--- src/rtl/alu_exception_unit.sv ---
// Exception unit for the ALU status interface: flags overflow, divide-by-zero and misalignment, latches cause/EPC, handshakes with control.
// Optional macro ALU_EXC_COUNT_EN adds a saturating exception counter output exc_count.
//
// state   | meaning
// IDLE    | watching execute-stage status for a qualifying fault
// PENDING | exception latched, exc_req/stall high, waiting for exc_ack
// FLUSH   | one-cycle flush pulse after ack, then back to IDLE
module alu_exception_unit #(
  parameter bit         CHECK_ALIGN = 1'b1,
  parameter logic [4:0] CAUSE_OVF   = 5'd12,
  parameter logic [4:0] CAUSE_DIVZ  = 5'd13,
  parameter logic [4:0] CAUSE_ALIGN = 5'd4
) (
  input  logic        clk,
  input  logic        rst_n,
  input  logic        ex_valid,
  input  logic [31:0] ex_pc,
  input  logic [3:0]  alu_ctrl,
  input  logic [7:0]  alu_status,
  input  logic        trap_ovf_en,
  input  logic        exc_ack,
  input  logic        status_clr,
  output logic        exc_req,
  output logic [4:0]  exc_cause,
  output logic [31:0] epc,
  output logic        flush,
  output logic        stall,
  output logic [7:0]  sticky_flags
`ifdef ALU_EXC_COUNT_EN
  ,
  output logic [15:0] exc_count
`endif
);

  typedef enum logic [1:0] {
    IDLE    = 2'd0,
    PENDING = 2'd1,
    FLUSH   = 2'd2
  } state_e;

  state_e      state_q, state_d;
  logic        req_q, req_d;
  logic        stall_q, stall_d;
  logic        flush_q, flush_d;
  logic [4:0]  cause_q, cause_d;
  logic [31:0] epc_q, epc_d;
  logic [5:0]  sticky_q, sticky_d;

  logic        divz_hit, ovf_hit, align_hit, fault;
  logic [4:0]  sel_cause;
  logic        unused_status;

  assign unused_status = ^alu_status[1:0];

  always_comb begin
    divz_hit  = ex_valid && (alu_ctrl == 4'b1001) && alu_status[2];
    ovf_hit   = ex_valid && trap_ovf_en && alu_status[6] &&
                ((alu_ctrl == 4'b0010) || (alu_ctrl == 4'b0110) || (alu_ctrl == 4'b1000));
    align_hit = ex_valid && CHECK_ALIGN && alu_status[3];
    fault     = divz_hit || ovf_hit || align_hit;
    if (divz_hit)     sel_cause = CAUSE_DIVZ;
    else if (ovf_hit) sel_cause = CAUSE_OVF;
    else              sel_cause = CAUSE_ALIGN;
  end

  always_comb begin
    state_d = state_q;
    req_d   = req_q;
    stall_d = stall_q;
    flush_d = flush_q;
    cause_d = cause_q;
    epc_d   = epc_q;
    case (state_q)
      IDLE: begin
        if (fault) begin
          state_d = PENDING;
          req_d   = 1'b1;
          stall_d = 1'b1;
          cause_d = sel_cause;
          epc_d   = ex_pc;
        end
      end
      PENDING: begin
        if (exc_ack) begin
          state_d = FLUSH;
          req_d   = 1'b0;
          flush_d = 1'b1;
        end
      end
      FLUSH: begin
        state_d = IDLE;
        flush_d = 1'b0;
        stall_d = 1'b0;
      end
      default: begin
        state_d = IDLE;
        req_d   = 1'b0;
        stall_d = 1'b0;
        flush_d = 1'b0;
      end
    endcase
  end

  // Clear takes effect first so a same-cycle accumulate leaves only this cycle's flags
  always_comb begin
    sticky_d = status_clr ? 6'd0 : sticky_q;
    if ((state_q == IDLE) && ex_valid)
      sticky_d = sticky_d | alu_status[7:2];
  end

  always_ff @(posedge clk or negedge rst_n) begin
    if (!rst_n) begin
      state_q  <= IDLE;
      req_q    <= 1'b0;
      stall_q  <= 1'b0;
      flush_q  <= 1'b0;
      cause_q  <= 5'd0;
      epc_q    <= 32'd0;
      sticky_q <= 6'd0;
    end else begin
      state_q  <= state_d;
      req_q    <= req_d;
      stall_q  <= stall_d;
      flush_q  <= flush_d;
      cause_q  <= cause_d;
      epc_q    <= epc_d;
      sticky_q <= sticky_d;
    end
  end

`ifdef ALU_EXC_COUNT_EN
  logic [15:0] count_q, count_d;

  always_comb begin
    count_d = status_clr ? 16'd0 : count_q;
    if ((state_q == IDLE) && fault && (count_d != 16'hFFFF))
      count_d = count_d + 16'd1;
  end

  always_ff @(posedge clk or negedge rst_n) begin
    if (!rst_n) count_q <= 16'd0;
    else        count_q <= count_d;
  end

  assign exc_count = count_q;
`endif

  assign exc_req      = req_q;
  assign stall        = stall_q;
  assign flush        = flush_q;
  assign exc_cause    = cause_q;
  assign epc          = epc_q;
  assign sticky_flags = {sticky_q, 2'b00};

endmodule

--- config.mk ---
export PLATFORM = sky130hd
export DESIGN_NAME = alu_exception_unit
export DESIGN_NICKNAME = d
export VERILOG_FILES = /design/src/rtl/alu_exception_unit.sv
export SDC_FILE = /design/constraint.sdc
export NUM_CORES = 1
export LEC_CHECK = 0
export CAP_MARGIN = 5
export CORE_MARGIN = 2
export CORE_UTILIZATION = 39
export DETAILED_ROUTE_END_ITERATION = 6
export PLACE_DENSITY_LB_ADDON = 0.25
export SKIP_CTS_REPAIR_TIMING = 1
export SYNTH_ARGS = -nofsm -noshare
export SYNTH_HDL_FRONTEND = slang
export SYNTH_SLANG_ARGS = --single-unit
--- constraint.sdc ---
create_clock -name clk -period 1.9 [get_ports clk]
set_clock_uncertainty 0.15 [all_clocks]
set_input_delay 0.38 -clock clk [delete_from_list [all_inputs] [get_ports clk]]
set_output_delay 0.38 -clock clk [all_outputs]
set_load 0.02 [all_outputs]
* Yosys cells after proc, flatten, opt, wreduce, memory -nomap -nowiden *
Index checks and enable logic that the tools add are counted.

word-level totals
  output and inout bits = 48
  input port bits = 50
  word-level logic and storage cells = 49
  bits in registers = 48

cells by class
  reductions and logical operators = 17
  multiplexer cells = 13
  equality and inequality tests = 8
  bitwise gates (word level) = 4

operators with widths
  cell                                                 count
  two-way mux 6 bit                                    2
  equality test 4 bit, second input constant           2
  AND reduction 2 bit                                  4
  logical AND 1 bit                                    7
  OR 6 bit                                             1
  two-way mux 5 bit                                    1
  equality test 4 x 2 -> 1 bit, second input constant  1
  equality test 4 x 3 -> 1 bit, second input constant  1
  logical OR 1 bit                                     4
  two-way mux 2 bit                                    2
  two-way mux 4 bit                                    1
  inequality test 2 bit, second input constant         2
  case mux 1 bit (2 select lines)                      2
  case mux 2 bit (2 select lines)                      1
  two-way mux 1 bit                                    3
  inverter 1 bit                                       3
  case mux 1 bit (3 select lines)                      1
  AND reduction 3 bit                                  1
  equality test 2 x 1 -> 1 bit, second input constant  1
  equality test 2 bit, second input constant           1
  zero test 2 bit                                      1

* Depth between registers and ports, before layout *
  depth in word-level cells = 8
  gate-level depth with buffers = 5

* Worst setup path after synthesis *
Ideal clock, no wire load.

  path kind = input to register
  start point = in alu_ctrl[1]
  end point = reg epc_q[11], in the netlist epc[11]
  slack = 0.067 ns
  arrival time = 1.558 ns
  stages on the path = 5
  path through = or3b_1 a21oi_2 o21ai_4 buf_6 mux2_4

on the way
  cells in the longest elaborated chain, start to end = 7
  elaborated cells between the ends (all ways) = 12

ends and longest elaborated chain
  what                                                                                 RTL line  source
  from (decl)                                                                          18        input logic [3:0] alu_ctrl,
  equality test 4 x 2 -> 1 bit / equality test 4 x 3 -> 1 bit (equally long branches)  58        ((alu_ctrl == 4'b0010) || (alu_ctrl == 4'b0110) || (alu_ctrl == 4'b1000));
  logical OR 1 bit (2 in a row)                                                        58
  logical AND 1 bit                                                                    57        ovf_hit = ex_valid && trap_ovf_en && alu_status[6] &&
  logical OR 1 bit * (2 in a row)                                                      60        fault = divz_hit || ovf_hit || align_hit;
  AND reduction 2 bit (no source line) *                                               n/a
  to (signal assigned)                                                                 126       epc_q <= epc_d;
  to (decl)                                                                            46        logic [31:0] epc_q, epc_d;

Mark *: on every way between the ends. The rest lies on a longest branch, timed or not.
A chain may end at the register's enable or synchronous reset.

* Worst setup path in the final report *
  start point = in trap_ovf_en
  end point = reg epc_q[17], in the netlist epc[17]

on the way
  cells in the longest elaborated chain, start to end = 6

ends and longest elaborated chain
  what                                  RTL line  source
  from (decl)                           20        input logic trap_ovf_en,
  logical AND 1 bit (3 in a row)        57
  logical OR 1 bit (2 in a row)         60
  AND reduction 2 bit (no source line)  n/a

Every way passes these cells.

==> results_dict.tcl <==
set metrics [dict create \
    rsz0062_at_grt "false" \
    grt_max_degree 25 \
    drtPass1Iterations 4 \
    drv_slew 0 \
    yosys_warnings 0 \
    syn2layout_area_growth_pct 66.9 \
    cap_violations 0 \
    grt_pass1_vias 1354 \
    clock-sinks 46 \
    drcViolationCount 0 \
    min_from "alu_status[2]" \
    clk_pin_slew_worst_paths_ps 80 \
    max_freq_ghz 0.544 \
    synth_cell_types 23 \
    vdd_drop_max_v 0.000634 \
    fin_area_um2 3210 \
    regArea_um2 1150 \
    power_uw 3850 \
    pwr_density_cell_nw_per_um2 1200 \
    postSynthAreaPerCell_um2 14.7 \
    fin_setup_tns_ps 0 \
    initial_utilization_pct 40.5 \
    ant_nets 0 \
    port_buffers 91 \
    power_leakage_uw 0.00152 \
    ios 98 \
    crit_path_start_kind "primary input" \
    place_hpwl_mm 3.07 \
    status "complete, no violations" \
    seqPwrFrac_pct 36.7 \
    final_cell_mix "clkdlybuf4s50_1 (83), dfrtp_1 (46), mux2_4 (26)" \
    finalCriticalPeriod_ps 1840 \
    antenna_found_initial 0 \
    routabilityCongestion 0.737 \
    multiInputGateArea_um2 702 \
    die_w_um 74.3 \
    die_y_um 74.3 \
    p_int_uw 2710 \
    cts_tree "yes" \
    critPathKind "in2reg" \
    pre_cts_slack_ps -434 \
    ys_top_cells_by_area "dfrtp_1 (60%), mux2_4 (20%), mux2_2 (4.1%), o21ai_0 (2.6%), nand2_1 (1.9%)" \
    synth_cells 131 \
    drt_iter0_drc 60 \
    fillers 393 \
    min_period_over_period_pct 96.8 \
    final_common_cell "clkdlybuf4s50_1" \
    swShare_pct 29.6 \
    wirelength_mm 4.29 \
    clock_latency_ps 280 \
    cts-htree-levels 2 \
    drive_gt1_share_pct 24.9 \
    cp_data_arrival_time_ps 1870 \
    placed_area_um2 2920 \
    cts_root_buf "clkbuf_8" \
    finalSetupViolCount 0 \
    critPathCaptureType "flip-flop" \
    grt-ovfl-total 0 \
    ys_seq_elements 46 \
    routedWlPerCell_um 14.1 \
    fp-row-count 25 \
    dr_total_vias 1325 \
    final.setup.worst_slack_ps 60.6 \
    finalHoldViolCount 0 \
    cts_buffer_depth 2 \
    grt_first_pass_wirelength_mm 6.27 \
    worst-path-max-fanout 6 \
    track_usage_pct 15.0 \
    synth_top_cell_area_share_pct 59.8 \
    post-route-util_pct 67.6 \
    ys_seq_area_share_pct 59.8 \
    nets 286 \
    p_switching_uw 1140 \
    required_ps 1930 \
    synthesis.area_um2 1930 \
    r2r_start "state_q[0]$_DFFE_PN0P_" \
    antenna_cells 0 \
    dieArea_um2 5520 \
    p_comb_share_pct 41.1 \
    routed_via_density 4.36 \
    cp-startpoint "trap_ovf_en" \
    hold_path.class "in2reg" \
    cts_inserted_buffers 5 \
    pwr-share-clk_pct 22.2 \
    synth_area_leader_cell "dfrtp_1" \
    core_um2 4750 \
]
## worst max-delay path, cell delays in order
cell and delay [ps]:
clkdlybuf4s50_1 460, nand4b_1 150, a21oi_4 180, o21ai_4 90, buf_12 160, clkbuf_16 160, mux2_4 290
## power by group through the flow
stage | Clock [uW] | Combinational, uW | Sequential (uW)
after floorplan | 0 | 443 | 1760
after global placement | 0 | 1520 | 1420
after detailed placement | 0 | 1540 | 1430
after CTS | 873 | 1540 | 1410
after global routing | 910 | 1670 | 1450
final | 855 | 1580 | 1410
## cell families (layout without fill, tap and decap cells)
group	Yosys count	in the layout	synth area share, %
buf+inv	16	119	5.07
simple gates	20	20	5.52
other cells	1	4	0.195
compound gates	15	15	5.07
mux	33	33	24.4
flops	46	46	59.8
## Yosys cell counts
cell type  instances
a21oi_2            1
or3b_1             1
a21o_1             1
mux2_4            26
mux2_2             7
buf_4              4
dfrtp_1           46
and2_0             1
nand2b_1           1
o21ai_4            1
inv_1              8
a21bo_2            1
nor2_1             2
conb_1             1
o21ai_1            1
and3_1             1
buf_6              3
clkbuf_1           1
or2b_1             1
nand4b_1           2
nand2_1           10
or2b_2             1
o21ai_0           10
## layout make-up
class	count	share of cell area, %
well taps	67	2.61
multi-input cells	72	21.8
repair buffers	103	34.5
inverters	8	0.934
clock inverters	3	2.14
clock buffers	5	2.14
flip-flops and latches	46	35.8
## flip-flops by register name, indices dropped and copies added, names as in the netlist
register and flops:
state_q 2, exc_req 1, sticky_q 6, exc_cause 3, flush 1, stall 1
epc 32
## per-stage QoR
stage | hold slack [ps] | instances
finish | 192 | 304
global route | 220 | 304
CTS | -93.1 | 297
detailed placement | 228 | 289
global placement | 222 | 289
floorplan | -65.6 | 134
## routing by layer
metal  up-vias  wire [um]  track usage, %
met5         -          0               0
met4         0         36            4.17
met3         5        283            4.47
met2        50       2100            25.0
met1       627       1870            19.2
li1        643          -               -
## final timing paths
| kind | cells past startpoint | slack, ps | endpoint |
|---|---|---|---|
| max | 7 | 60 | epc[17]$_DFFE_PN0P_ |
| min | 3 | 190 | sticky_q[0]$_DFF_PN0_ |
| max reg2reg | 5 | 250 | epc[17]$_DFFE_PN0P_ |
| min reg2reg | 1 | 320 | exc_cause[2]$_DFFE_PN0P_ |
| max in group asynchronous | 3 | 570 | epc[5]$_DFFE_PN0P_ |
| min in group asynchronous | 2 | 430 | epc[1]$_DFFE_PN0P_ |
Power figures use the tool's default switching activity.
